<file path="config.mk">
export PLATFORM = sky130hd
export DESIGN_NAME = tlp_fifo_arb_flat
export DESIGN_NICKNAME = d
export VERILOG_FILES = /design/src/rtl/tlp_fifo_arb_if.sv /design/src/rtl/tlp_fifo_arb.sv /design/src/flat_wrapper.sv
export SDC_FILE = /design/constraint.sdc
export NUM_CORES = 1
export LEC_CHECK = 0
export CORE_UTILIZATION = 40
export DETAILED_ROUTE_END_ITERATION = 6
export PLACE_DENSITY = 0.89
export SLEW_MARGIN = 20
export SYNTH_ARGS = -nofsm -noshare
export SYNTH_HDL_FRONTEND = slang
export SYNTH_SLANG_ARGS = --single-unit
</file>
<file path="constraint.sdc">
create_clock -name pcie_clk -period 4.3 [get_ports pcie_clk]
set_input_delay 0.645 -clock pcie_clk [delete_from_list [all_inputs] [get_ports pcie_clk]]
set_output_delay 0.645 -clock pcie_clk [all_outputs]
set_load 0.1 [all_outputs]
</file>
<file path="src/rtl/tlp_fifo_arb_if.sv">
// Handshake bundle between tlp_fifo_arb, its two FWFT TLP FIFOs and the
// downstream Ethernet-encapsulation consumer.
//
// Entry layout (PCIE_FIFO64_RX, 75 bits):
//   [74]    data_valid  (0 = bubble entry)
//   [73]    tlp.tvalid
//   [72]    tlp.tlast
//   [71:64] tlp.tkeep
//   [63:0]  tlp.tdata   (header beats carry field.len / tag here)
interface tlp_fifo_arb_if;
  logic [1:0][74:0] src_dout;
  logic [1:0]       src_empty;
  logic [1:0]       src_rd_en;
  logic             out_tvalid;
  logic             out_tready;
  logic [74:0]      out_entry;
  logic             out_sop;
  logic             out_src;
  logic             out_err;

  // Arbiter side
  modport master (
    input  src_dout, src_empty, out_tready,
    output src_rd_en, out_tvalid, out_entry, out_sop, out_src, out_err
  );

  // FIFO / consumer side
  modport slave (
    output src_dout, src_empty, out_tready,
    input  src_rd_en, out_tvalid, out_entry, out_sop, out_src, out_err
  );
endinterface

</file>
<file path="src/rtl/tlp_fifo_arb.sv">
// Packet-level round-robin arbiter between two TLP FIFOs and one consumer.
// Bubbles are dropped, TLPs are never interleaved, and a TLP whose source
// stalls mid-packet is closed with a synthetic error terminator beat.
module tlp_fifo_arb #(
  parameter int unsigned STALL_MAX = 1024
) (
  input  logic           pcie_clk,
  input  logic           pcie_rst_n,
  tlp_fifo_arb_if.master bus,
  output logic [15:0]    pkt_cnt0,
  output logic [15:0]    pkt_cnt1,
  output logic [15:0]    abort_cnt
);

  localparam int unsigned EntryW = 75;
  localparam int unsigned DvBit  = 74;
  localparam int unsigned LastBit = 72;
  // Terminator: data_valid=1, tvalid=1, tlast=1, tkeep=0, data=0.
  localparam logic [EntryW-1:0] AbortBeat = {3'b111, 72'd0};

  typedef enum logic [1:0] {
    StIdle  = 2'd0,
    StXfer  = 2'd1,
    StAbort = 2'd2
  } state_e;

  state_e      state_q, state_d;
  logic        sel_q, sel_d;
  logic        rr_q, rr_d;
  logic        sop_q, sop_d;
  logic [15:0] stall_q, stall_d;
  logic [15:0] pkt0_q, pkt0_d;
  logic [15:0] pkt1_q, pkt1_d;
  logic [15:0] abort_q, abort_d;

  logic [1:0]        elig, bubble;
  logic [EntryW-1:0] head;
  logic [16:0]       stall_inc;
  logic [1:0]        rd_en_c;
  logic              tvalid_c, err_c;
  logic [EntryW-1:0] entry_c;

  // Per-source head classification
  always_comb begin
    for (int i = 0; i < 2; i++) begin
      elig[i]   = !bus.src_empty[i] && bus.src_dout[i][DvBit];
      bubble[i] = !bus.src_empty[i] && !bus.src_dout[i][DvBit];
    end
  end

  assign head      = bus.src_dout[sel_q];
  assign stall_inc = {1'b0, stall_q} + 17'd1;

  // Next-state, counters and combinational outputs
  always_comb begin
    state_d  = state_q;
    sel_d    = sel_q;
    rr_d     = rr_q;
    sop_d    = sop_q;
    stall_d  = stall_q;
    pkt0_d   = pkt0_q;
    pkt1_d   = pkt1_q;
    abort_d  = abort_q;
    rd_en_c  = 2'b00;
    tvalid_c = 1'b0;
    err_c    = 1'b0;
    entry_c  = '0;

    unique case (state_q)
      StIdle: begin
        // Bubbles on both heads may be dropped in the same cycle.
        rd_en_c = bubble;
        if (|elig) begin
          sel_d   = elig[rr_q] ? rr_q : ~rr_q;
          state_d = StXfer;
          stall_d = '0;
          sop_d   = 1'b1;
        end
      end

      StXfer: begin
        entry_c  = head;
        tvalid_c = elig[sel_q];
        if (tvalid_c && bus.out_tready) begin
          rd_en_c[sel_q] = 1'b1;
          stall_d        = '0;
          sop_d          = 1'b0;
          if (head[LastBit]) begin
            if (sel_q) pkt1_d = pkt1_q + 16'd1;
            else       pkt0_d = pkt0_q + 16'd1;
            rr_d    = ~sel_q;
            state_d = StIdle;
          end
        end else if (bubble[sel_q]) begin
          rd_en_c[sel_q] = 1'b1;
          stall_d        = '0;
        end else if (bus.src_empty[sel_q]) begin
          // Abort once STALL_MAX consecutive empty cycles have elapsed.
          stall_d = stall_inc[15:0];
          if (32'(stall_inc) == STALL_MAX) state_d = StAbort;
        end
      end

      StAbort: begin
        entry_c  = AbortBeat;
        tvalid_c = 1'b1;
        err_c    = 1'b1;
        if (bus.out_tready) begin
          if (abort_q != 16'hFFFF) abort_d = abort_q + 16'd1;
          rr_d    = ~sel_q;
          state_d = StIdle;
        end
      end

      default: state_d = StIdle;
    endcase
  end

  // State and counter registers
  always_ff @(posedge pcie_clk or negedge pcie_rst_n) begin
    if (!pcie_rst_n) begin
      state_q <= StIdle;
      sel_q   <= 1'b0;
      rr_q    <= 1'b0;
      sop_q   <= 1'b0;
      stall_q <= '0;
      pkt0_q  <= '0;
      pkt1_q  <= '0;
      abort_q <= '0;
    end else begin
      state_q <= state_d;
      sel_q   <= sel_d;
      rr_q    <= rr_d;
      sop_q   <= sop_d;
      stall_q <= stall_d;
      pkt0_q  <= pkt0_d;
      pkt1_q  <= pkt1_d;
      abort_q <= abort_d;
    end
  end

  // IDLE bubble pops would otherwise leak through while reset is held.
  assign bus.src_rd_en  = rd_en_c & {2{pcie_rst_n}};
  assign bus.out_tvalid = tvalid_c;
  assign bus.out_entry  = entry_c;
  assign bus.out_err    = err_c;
  assign bus.out_src    = sel_q;
  assign bus.out_sop    = (state_q == StXfer) && sop_q && tvalid_c;

  assign pkt_cnt0  = pkt0_q;
  assign pkt_cnt1  = pkt1_q;
  assign abort_cnt = abort_q;

endmodule

</file>
<file path="src/flat_wrapper.sv">
// flat-port wrapper written by rule: the top's interface ports become plain ports
module tlp_fifo_arb_flat 
#(
  parameter int unsigned STALL_MAX = 1024
)
  (pcie_clk, pcie_rst_n, pkt_cnt0, pkt_cnt1, abort_cnt, bus_src_dout, bus_src_empty, bus_out_tready, bus_src_rd_en, bus_out_tvalid, bus_out_entry, bus_out_sop, bus_out_src, bus_out_err);
  tlp_fifo_arb_if bus_i ();
  input  logic pcie_clk;
  input  logic pcie_rst_n;
  output logic [15:0] pkt_cnt0;
  output logic [15:0] pkt_cnt1;
  output logic [15:0] abort_cnt;
  input wire logic [$bits(bus_i.src_dout)-1:0] bus_src_dout;
  input wire logic [$bits(bus_i.src_empty)-1:0] bus_src_empty;
  input wire logic [$bits(bus_i.out_tready)-1:0] bus_out_tready;
  output wire logic [$bits(bus_i.src_rd_en)-1:0] bus_src_rd_en;
  output wire logic [$bits(bus_i.out_tvalid)-1:0] bus_out_tvalid;
  output wire logic [$bits(bus_i.out_entry)-1:0] bus_out_entry;
  output wire logic [$bits(bus_i.out_sop)-1:0] bus_out_sop;
  output wire logic [$bits(bus_i.out_src)-1:0] bus_out_src;
  output wire logic [$bits(bus_i.out_err)-1:0] bus_out_err;
  assign bus_i.src_dout = bus_src_dout;
  assign bus_i.src_empty = bus_src_empty;
  assign bus_i.out_tready = bus_out_tready;
  assign bus_src_rd_en = bus_i.src_rd_en;
  assign bus_out_tvalid = bus_i.out_tvalid;
  assign bus_out_entry = bus_i.out_entry;
  assign bus_out_sop = bus_i.out_sop;
  assign bus_out_src = bus_i.out_src;
  assign bus_out_err = bus_i.out_err;
  tlp_fifo_arb #(.STALL_MAX(STALL_MAX)) u_core (.pcie_clk(pcie_clk), .pcie_rst_n(pcie_rst_n), .bus(bus_i), .pkt_cnt0(pkt_cnt0), .pkt_cnt1(pkt_cnt1), .abort_cnt(abort_cnt));
endmodule
</file>
==> metrics.md <==
| Metric | Value |
|---|---|
| Fin util | 0.675 |
| Worst path bufs/invs | 2 |
| Largest delay contributor family on the critical path | flip-flops |
| Lkg Pwr | 3.50 nW |
| HPWL after DPL | 13400 µm |
| Yosys top cell area share | 0.362 |
| Most frequent cells in the layout | 203 x clkdlybuf4s50_1, 105 x nor2_1, 82 x buf_4, 76 x mux2i_1, 68 x dfrtp_1 |
| Fillers | 889 |
| Worst EP arrival | 2.85 ns |
| Crit-path slowest cell | dfrtp_4 |
| Seq cells post-synth | 69 |
| Peak supply drop | 0.000666 V |
| Antenna violations before repair | 0 |
| Worst Tran Pin Value | 1.02 ns |
| PwrDens | 666 nW/µm² |
| Largest net degree at the start of global routing | 63 |
| Post-place setup slack | 1.13 ns |
| Setup Buffers After CTS | 0 |
| TNS Setup | 0 ns |
| Max Fclk | 286 MHz |
| Worst Setup SP | u_core.bus.out_src |
| GP Congestion | 0.907 |
| Die height | 111 µm |
| Failing checks | DRC |
| CTS resizes | 0 |
| Starting Density | 0.414 |
| CTS buffer count | 9 |
| CP required | 3.65 ns |
| H-tree levels | 3 |
| Hold_buf cts | 0 |
| Critical-path cell list | buf_4 > mux2_2 > a21oi_1 > nor2b_1 > buf_4 |
| DRT Pass-1 Iters | 7 |
| Crit Path Class | reg -> out |
| Routed wire length | 17200 µm |
| GRT Total Usage | 0.277 |
| Clk root buf | clkbuf_16 |
| Clk_lat worst skew | 0.33 ns |
| Area delta synth->final | 62.8% |
| Gr ovfl total | 0 |
| Vias per cell | 5.31 |
| First-pass GRT wire length | 27000 µm |
| Slew margin rel. | 0.321 |
| Minimum clock period | 3.50 ns |
| Final setup viols | 0 |
| Layout Nets | 968 |
| CP Max Fanout | 62 |
| Vias | 5060 |
| Vias in the first global route | 5076 |
| Period utilisation layout | 0.814 |
| Antenna-violating nets left | 0 |
| Critical Path Start Type | flop |
| TritonCTS clock tree | done |
| I/O pin total | 284 |
| Initial DRC Count | 404 |
| Seq/Total Area, Yosys | 0.362 |
| Std-Cell Rows | 39 |
| Reg2reg start | u_core.bus.out_src |
| Critical path capture point type | output port |
| Max Root-Sink Buffers | 2 |
| Clock sink count | 69 |
| IO Port Bufs | 283 |
| Fin worst setup slack | 0.801 ns |
| Share of layout cells above drive strength 1 | 0.151 |
| Post-synth net total | 698 |
| Ranking of synthesized cells by area | dfrtp_1 36%, mux2i_1 16%, nor2_1 8.3% |
| Synth Instances | 535 |
| Flip-flop and latch area | 1730 µm² |
| Total inserted antenna cells | 0 |
| Multi-input logic area | 2880 µm² |
| Async set-reset flop share out of synthesis | 1.00 |
| Top cell type by total area after synthesis | dfrtp_1 |
| Die area | 12400 µm² |
| Final hold viol count | 0 |
| Status | complete, but fails checks |
| Syn Area/Cell | 8.92 µm² |
| Distinct cell type count after synthesis | 53 |
| Clock slew seen by the registers of the worst setup and hold paths | 0.06 ns |
| RSZ-0062 raised after global routing | no |
| Routed length per instance | 18.0 µm |
| Die W | 111 µm |
| Setup Skew | 0.00487 ns |
| DRC viols | 16 |
| Core Footprint | 11500 µm² |
| Post-synth EDFFs | 0 |
| Final max-slew violation count | 0 |
| Crit-path max cell delay | 1.01 ns |
| Top_reg_cell synth | dfrtp_1 |
| YS warnings | 0 |
| Top cell by count, worst path | buf_4 |
| Min-Delay Path Class | in -> async |
| Mapped Area | 4770 µm² |
| Most common cell after layout, fill and taps aside | clkdlybuf4s50_1 |
| Max-Cap Viols | 0 |
[layout make-up]
type,instances,share of cell area
inverter,10,0.00483
sequential,69,0.223
timing repair buffer,286,0.341
clock buffer,11,0.0325
multi-input combinational,429,0.371
tap,143,0.0230
clock inverter,5,0.00435
[state kept, by name (all words and copies together) (netlist names)]
register            cells
u_core.abort_cnt       16
u_core.state_q          2
u_core.sop_q            1
u_core.stall_q         16
u_core.rr_q             1
u_core.bus.out_src      1
u_core.pkt_cnt0        16
u_core.pkt_cnt1        16
[cells in the mapped netlist (9+ instances only)]
master,instances
nand2_1,39
mux2i_1,76
o21ai_0,19
xor2_1,13
dfrtp_1,69
o31ai_1,9
clkbuf_1,17
and3_1,12
xnor2_1,34
nand4_1,17
nand3_1,19
nor2_1,105
a21oi_1,15
inv_1,10
[kinds of logic (layout without fill, tap and decap cells)]
kind of cell	after synthesis	in the layout	share of synthesized area
and+or+nand+nor	223	223	0.223
muxes	82	82	0.174
AOI/OAI and AO/OA	69	69	0.0993
DFF	69	69	0.362
xor gates and xnor gates	47	47	0.0862
buffers and inverters	37	312	0.0354
adders and majority gates	8	8	0.0210
[stage by stage]
| stage | area (µm²) | cells | hold slack (ns) | power, mW |
|---|---|---|---|---|
| after global placement | 7480 | 937 | 0.463 | 4.44 |
| after floorplan | 4780 | 535 | 0.349 | 3.68 |
| final | 7770 | 953 | 0.187 | 5.18 |
| after detailed placement | 7480 | 937 | 0.464 | 4.47 |
| after global routing | 7770 | 953 | 0.194 | 5.36 |
| after CTS | 7770 | 953 | 0.186 | 5.19 |
[layer usage]
metal | wire length [µm] | up-vias | global-route usage
met1 | 6890 | 2415 | 0.323
met4 | 298 | 0 | 0.0829
met3 | 1200 | 26 | 0.0651
met2 | 8810 | 192 | 0.501
li1 | - | 2427 | -
met5 | 0 | - | 0
[power breakdown]
group | switching (mW) | internal [mW] | leakage, nW
Sequential | 0.176 | 0.698 | 0.945
Combinational | 2.73 | 0.871 | 2.41
Clock | 0.284 | 0.421 | 0.138
Total | 3.19 | 1.99 | 3.50
[worst paths after layout]
kind | end | slack, ns | depth (start not counted)
setup / recovery | bus_out_entry[72] | 0.80 | 5
hold / removal | u_core.stall_q[3] | 0.19 | 1
setup reg to reg | u_core.stall_q[11] | 1.40 | 4
hold reg to reg | u_core.pkt_cnt1[15] | 0.48 | 1
max in group asynchronous | u_core.bus.out_src | 3.01 | 2
min in group pcie_clk | u_core.pkt_cnt1[15] | 0.48 | 1
Note: power is estimated with default switching activity, not from simulation.
